## config.mk

```make
export PLATFORM = sky130hd
export DESIGN_NAME = xsleena_sdr_arbiter
export DESIGN_NICKNAME = d
export VERILOG_FILES = /design/src/rtl/xsleena_sdr_arbiter.sv
export SDC_FILE = /design/constraint.sdc
export NUM_CORES = 1
export LEC_CHECK = 0
export BUFFER_PORTS_ARGS = -buffer_cell sky130_fd_sc_hd__buf_2
export CAP_MARGIN = 20
export CELL_PAD_IN_SITES_DETAIL_PLACEMENT = 0
export CELL_PAD_IN_SITES_GLOBAL_PLACEMENT = 2
export CORE_MARGIN = 1.5
export CORE_UTILIZATION = 37
export CTS_BUF_LIST = sky130_fd_sc_hd__clkbuf_4 sky130_fd_sc_hd__clkbuf_8 sky130_fd_sc_hd__clkbuf_16
export DETAILED_ROUTE_END_ITERATION = 16
export PLACE_DENSITY = 0.78
export SYNTH_ARGS = -nofsm -noshare
export SYNTH_HDL_FRONTEND = slang
export SYNTH_SLANG_ARGS = --single-unit
```

## constraint.sdc

```tcl
create_clock -name clk -period 6.25 [get_ports clk]
set_input_delay 0 -clock clk [delete_from_list [all_inputs] [get_ports clk]]
set_output_delay 0 -clock clk [all_outputs]
set_load 0.05 [all_outputs]
```

## src/rtl/xsleena_sdr_arbiter.sv

```systemverilog
// Five-client round-robin SDRAM read arbiter with a per-client one-word hit
// buffer. Requests are serialised onto a single-outstanding controller port.
module xsleena_sdr_arbiter #(
  parameter int NCLI     = 5,
  parameter int AW       = 25,
  parameter int DW       = 16,
  parameter int CACHE_EN = 1
) (
  input  logic               clk,
  input  logic               RSTn,
  input  logic               flush,
  input  logic [NCLI*AW-1:0] cli_addr,
  input  logic [NCLI-1:0]    cli_req,
  output logic [NCLI*DW-1:0] cli_dout,
  output logic [NCLI-1:0]    cli_rdy,
  output logic [AW-1:0]      mem_addr,
  output logic               mem_rd,
  input  logic               mem_ack,
  input  logic [DW-1:0]      mem_dout,
  output logic               busy
);

  localparam int PW = (NCLI > 1) ? $clog2(NCLI) : 1;

  typedef enum logic {
    ST_IDLE,
    ST_WAIT
  } state_t;

  state_t            state_q;
  logic [PW-1:0]     ptr_q;
  logic [PW-1:0]     gnt_q;
  logic [AW-1:0]     mem_addr_q;
  logic              mem_rd_q;
  logic [NCLI-1:0]   rdy_q;
  logic [NCLI-1:0]   mask_q;
  logic              flush_seen_q;
  logic [NCLI-1:0]   hitv_q;
  logic [AW-1:0]     hit_addr_q [NCLI];
  logic [DW-1:0]     dout_q     [NCLI];

  logic [AW-1:0]     addr_a [NCLI];
  logic [NCLI-1:0]   eligible;
  logic              sel_found;
  logic [PW-1:0]     sel_idx;
  logic [PW:0]       sum;
  logic [PW-1:0]     cand;
  logic              hit_now;

  // Wrap-around increment of a client index.
  function automatic logic [PW-1:0] nxt(input logic [PW-1:0] i);
    if (i == PW'(NCLI - 1)) begin
      return '0;
    end
    return i + 1'b1;
  endfunction

  // Unpack client addresses and pack held read data.
  always_comb begin
    cli_dout = '0;
    for (int unsigned i = 0; i < NCLI; i++) begin
      addr_a[i]              = cli_addr[i*AW +: AW];
      cli_dout[i*DW +: DW]   = dout_q[i];
    end
  end

  // Round-robin pick: first eligible client at or above ptr, modulo NCLI.
  always_comb begin
    eligible  = cli_req & ~mask_q;
    sel_found = 1'b0;
    sel_idx   = '0;
    sum       = '0;
    cand      = '0;
    for (int unsigned k = 0; k < NCLI; k++) begin
      sum = {1'b0, ptr_q} + (PW+1)'(k);
      if (sum >= (PW+1)'(NCLI)) begin
        sum = sum - (PW+1)'(NCLI);
      end
      cand = sum[PW-1:0];
      if (!sel_found && eligible[cand]) begin
        sel_found = 1'b1;
        sel_idx   = cand;
      end
    end
  end

  // A flush in the decision cycle forces the miss path.
  always_comb begin
    hit_now = (CACHE_EN != 0) && sel_found && hitv_q[sel_idx] && !flush &&
              (addr_a[sel_idx] == hit_addr_q[sel_idx]);
  end

  // Arbiter FSM with registered memory-port and client outputs.
  always_ff @(posedge clk or negedge RSTn) begin
    if (!RSTn) begin
      state_q      <= ST_IDLE;
      ptr_q        <= '0;
      gnt_q        <= '0;
      mem_addr_q   <= '0;
      mem_rd_q     <= 1'b0;
      rdy_q        <= '0;
      mask_q       <= '0;
      flush_seen_q <= 1'b0;
      hitv_q       <= '0;
      for (int unsigned i = 0; i < NCLI; i++) begin
        hit_addr_q[i] <= '0;
        dout_q[i]     <= '0;
      end
    end else begin
      rdy_q  <= '0;
      mask_q <= '0;
      if (flush) begin
        hitv_q <= '0;
      end
      case (state_q)
        ST_IDLE: begin
          if (sel_found) begin
            if (hit_now) begin
              rdy_q[sel_idx]  <= 1'b1;
              mask_q[sel_idx] <= 1'b1;
              ptr_q           <= nxt(sel_idx);
            end else begin
              mem_addr_q   <= addr_a[sel_idx];
              mem_rd_q     <= 1'b1;
              gnt_q        <= sel_idx;
              flush_seen_q <= 1'b0;
              state_q      <= ST_WAIT;
            end
          end
        end
        ST_WAIT: begin
          if (flush) begin
            flush_seen_q <= 1'b1;
          end
          if (mem_ack) begin
            mem_rd_q       <= 1'b0;
            dout_q[gnt_q]  <= mem_dout;
            rdy_q[gnt_q]   <= 1'b1;
            mask_q[gnt_q]  <= 1'b1;
            ptr_q          <= nxt(gnt_q);
            state_q        <= ST_IDLE;
            if ((CACHE_EN != 0) && !flush && !flush_seen_q) begin
              hitv_q[gnt_q]     <= 1'b1;
              hit_addr_q[gnt_q] <= mem_addr_q;
            end
          end
        end
        default: state_q <= ST_IDLE;
      endcase
    end
  end

  assign cli_rdy  = rdy_q;
  assign mem_addr = mem_addr_q;
  assign mem_rd   = mem_rd_q;
  assign busy     = (state_q != ST_IDLE);

endmodule

```

-- Word-level counts from Yosys, hierarchy flattened
Cells that the tools add are included.
- bits of input ports: 150
- output and inout port bits: 112
- register bits after elaboration: 249
- word-level logic and storage cells: 162
- equality and inequality tests: 8
- reductions and logical operators: 23
- add/sub/neg operators: 11
- order comparisons: 17
- bitwise gates (word level): 7
- mux-type cells: 78
- operator list (operator ; number):
    $bmux 25 s3 ; 2
    $bwmux 125 ; 1
    $mux 25 ; 5
    $bwmux 80 ; 1
    $demux 25 s3 ; 1
    $mux 3 ; 17
    $demux 16 s3 ; 1
    $mux 5 ; 7
    $mux 1 ; 29
    $lt 3x4->1 const B ; 7
    $eq 25x25->1 ; 1
    $bmux 1 s3 ; 6
    $ge 4x3->1 const B ; 4
    $mux 16 ; 1
    $reduce_and 3->1 ; 5
    $sub 3x3->3 const B ; 5
    $logic_and 1x1->1 ; 11
    $ne 2x2->1 const B ; 5
    $pmux 5 s2 ; 1
    $add 3x2->4 const B ; 2
    $ge 4x4->1 const B ; 2
    $not 3->4 ; 2
    $add 3x1->3 const B ; 2
    $demux 1 s3 ; 2
    14 further kinds ; 24

-- Logic depth before layout (Yosys ltp)
- depth in word-level cells: 30
- mapped depth: 24
- depth with buffers taken out: 20

-- Worst setup path after synthesis
Ideal clock, no wire load.
- path type: register to register
- start: register ptr_q[0]
- end: register mem_addr_q[0] (netlist: mem_addr[0])
- arrival: 5.462 ns
- data required time: 6.125 ns
- cell stages (with the launch flop): 22
- period minus slack after synthesis: 5.587 ns
- setup time: 0.125 ns
- setup slack: 0.663 ns
- path through: dfrtp_1 > inv_2 > ha_1 > inv_1 > fa_1 > a21oi_1 > mux2i_1 > o22ai_1 > a221oi_1 > o21ai_0 > o211a_2 > nor3_2 > buf_2 > mux2_2 > mux4_2 > xor2_1 > nor3_1 > and4_1 > and3_1 > nor3_2 > buf_6 > mux2_4
- cells in the longest elaborated chain, start to end: 25
- elaborated cells between the ends (all ways): 62
- ends and longest elaborated chain (what ; RTL line ; RTL):
    start, declared ; 31 ; logic [PW-1:0] ptr_q;
    start signal, assigned ; 121 ; ptr_q <= nxt(sel_idx);
    start signal, assigned ; 140 ; ptr_q <= nxt(gnt_q);
    parallel branches: the longest is 25 deep, another holds $add 3x1->4 ; -- ;
    end signal, assigned ; 123 ; mem_addr_q <= addr_a[sel_idx];
    end, declared ; 33 ; logic [AW-1:0] mem_addr_q;
Several ways; the timed one is not identified. The select of a mux whose other input is x is not followed.
A chain may end at the register's enable or synchronous reset.

-- Worst setup path after layout
- start: register ptr_q[1]
- end: register mem_addr_q[2] (netlist: mem_addr[2])
The elaborated chain is that of the path after synthesis.

==> results.yml <==
clock_network:
  cts_tree: "built"
  cts_htree_levels: 1
  cts_root_buffer: "clkbuf_16"
  cts.sinks: 249
  clock_tree.buffer_depth: 3
  clk_latency_ns: 0.56
  clk_pin_slew_ns: 0.06
  cts_buffers: 29
timing:
  setup_viol: 0
  tns_ns: 0
  finalWorstSetupSlack_ns: 0.351
  fin_skew_ns: 0.0239
  worst_pin_slew_ns: 1.01
  hold_violations: 0
  slew_headroom_pct: 32.5
  fin_crit_sh_pct: 94.4
  clock.fmax_ghz: 0.170
  min_period_ns: 5.90
  slew_viol_final: 0
layout:
  layout_commonest_cell: "buf_2"
  design_area_sq_um: 16700
  fillCellCount: 3201
  regArea_sq_um: 6230
  fin_util_pct: 48.3
  final_cell_mix: "260 x buf_2, 249 x dfrtp_1, 220 x mux2_2, 57 x dlygate4sd3_1, 55 x nand2_1"
  n_antenna_cell: 0
  syn_to_final_growth_pct: 28.7
  drive_above_1_share_pct: 48.6
  multi_input_area_sq_um: 6420
  nets: 1516
yosys:
  synthesis.instances: 1008
  synth_xor_area_share_pct: 2.83
  synth_top_area_share_pct: 48.1
  syn_nets: 1171
  yosysTopAreaCell: "dfrtp_1"
  synthArstFlopShare_pct: 100
  synth.top_cells.by_area: "dfrtp_1 48%, mux2_2 19%, mux4_2 4.9%, mux2_4 2.8%, mux2i_1 2.2%"
  synthAdderAreaFrac_pct: 1.31
  synth_compound_area_share_pct: 8.11
  yosys.area_share.simple_pct: 6.70
  synth_top_family_by_area: "multiplexers"
  ys.flop_type: "dfrtp_1"
  syn_area_per_cell_sq_um: 12.9
  yosys_register_bits: 249
  synth_cell_types: 76
  yosysWarnings: 0
  syn_area_sq_um: 13000
  synth-edff-count: 0
  ys_seq_area_share_pct: 48.1
  synth.area.mux_share_pct: 30.1
route:
  drt_iter0_markers: 476
  drt_wl_total_microns: 36500
  dr.pass1.iters: 4
  drc: 0
  vias_per_cell: 5.23
  post_drt_wl_per_cell_microns: 19.9
  ant_nets: 0
  vias: 9567
grt:
  overflow: 0
  grt_first_pass_wirelength_microns: 56400
  grt_max_degree: 142
  grt_pass1_vias: 9710
  grt_use_total_pct: 20.0
  antenna_found_initial: 0
place:
  dp_hpwl_microns: 25000
  portBuffers: 261
  place_congestion: 0.818
  pre_cts_ws_ns: 0.0647
  placed_area_sq_um: 15100
worst_setup_path:
  critical_path_arrival_ns: 6.33
  critPathMaxFanout: 23
  startpoint_type: "register"
  cp_data_required_time_ns: 6.68
  crit_start: "ptr_q[1]$_DFFE_PN0P_"
  path_class: "register to register"
  r2r_start: "ptr_q[1]$_DFFE_PN0P_"
  cp-end-kind: "register"
floorplan:
  die_width_microns: 190
  start_util_pct: 37.5
  io_pins: 262
  row_count: 68
  die_area_sq_um: 36200
  die_y_microns: 190
  core-area_sq_um: 34500
min_path:
  min_from: "cli_addr[95]"
  worstHoldPathType: "input pin to register"
outcome:
  outcome: "finished, final reports clean"
job:
  drv_cap: 0
worst max-delay path: stages, from the launching register on:
cell	delay [ns]
dfrtp_1	0.41
buf_4	0.18
fa_1	0.48
a21oi_1	0.27
mux2i_2	0.37
o22ai_1	0.16
a221oi_2	0.39
o21ai_0	0.14
o211a_2	0.30
nor3_4	0.30
buf_12	0.24
mux2_2	0.35
mux4_2	0.51
xor2_1	0.18
nor4_1	0.29
and4_1	0.27
and3_1	0.23
nor3_4	0.06
buf_4	0.18
buf_12	0.15
mux2_4	0.29
registers in the layout, summed over array words and instances, names as in the netlist:
signal / count
hit_addr_q: 125
cli_dout: 80
mem_addr: 25
hitv_q: 5
mask_q: 5
gnt_q: 3
ptr_q: 3
busy: 1
flush_seen_q: 1
mem_rd: 1
through the flow:
step           cells  hold slack, ns
2_1_floorplan   1008          -0.296
5_1_grt         1831          0.0396
6_report        1831          0.0282
3_3_place_gp    1717           0.102
3_5_place_dp    1717           0.116
4_1_cts         1828          0.0157
repair_timing:
item / 4_1_cts / 5_1_grt
gates resized for setup: 0 / 4
hold buffers: 57 / 0
buffers inserted: 0 / 3
endpoints found under the setup margin: 0 / 34
endpoints found under the hold margin: 218 / 0
cells in the mapped netlist (all sizes together) (7+ instances only):
master,count
xor2,23
or3,7
a21oi,27
nor3,13
nand3b,8
mux4,28
inv,20
mux2i,29
ha,12
o21a,7
nand2,55
nor4,7
clkbuf,26
dfrtp,249
xnor2,18
nor2,18
buf,29
a211oi,7
mux2,257
o21ai,30
a31oi,8
nand3,14
o31ai,10
a21o,7
nand2b,7
logic make-up (layout without fill, tap and decap cells):
kind of cell    count (synthesis)  count (layout)
simple gates                  163             163
flops                         249             249
xor+xnor                       41              41
compound gates                152             152
buf+inv                        76             444
fa+ha+maj                      13              13
mux                           314             314
final timing paths:
| check | to | slack [ns] | depth (start not counted) |
|---|---|---|---|
| setup / recovery | mem_addr[2]$_DFFE_PN0P_ | 0.35 | 20 |
| setup reg to reg | mem_addr[2]$_DFFE_PN0P_ | 0.35 | 20 |
| min in group asynchronous | cli_dout[27]$_DFFE_PN0P_ | 0.04 | 2 |
| hold reg to reg | hit_addr_q[104]$_DFFE_PN0P_ | 0.48 | 2 |
| max in group asynchronous | hit_addr_q[69]$_DFFE_PN0P_ | 4.88 | 3 |
| hold / removal | mem_addr[20]$_DFFE_PN0P_ | 0.03 | 4 |
final cells by class:
class                   count  area share (%)
multi-input cells         683            38.4
flip-flops and latches    249            37.3
repair buffers            369            14.4
clock buffers              41            5.19
well taps                 455            3.41
clock inverters            13           0.734
inverters                  21           0.480
routing by layer:
metal	vias up	share of wire (%)	GRT usage [%]
li1	4437	-	-
met1	4872	46	27.7
met2	217	48	33.5
met3	41	4.1	2.63
met4	0	1.6	4.36
met5	-	0	0
Power is left out: the tool's default activity adds up to more than one toggle a clock period on the data nets, which glitch-free logic cannot reach.
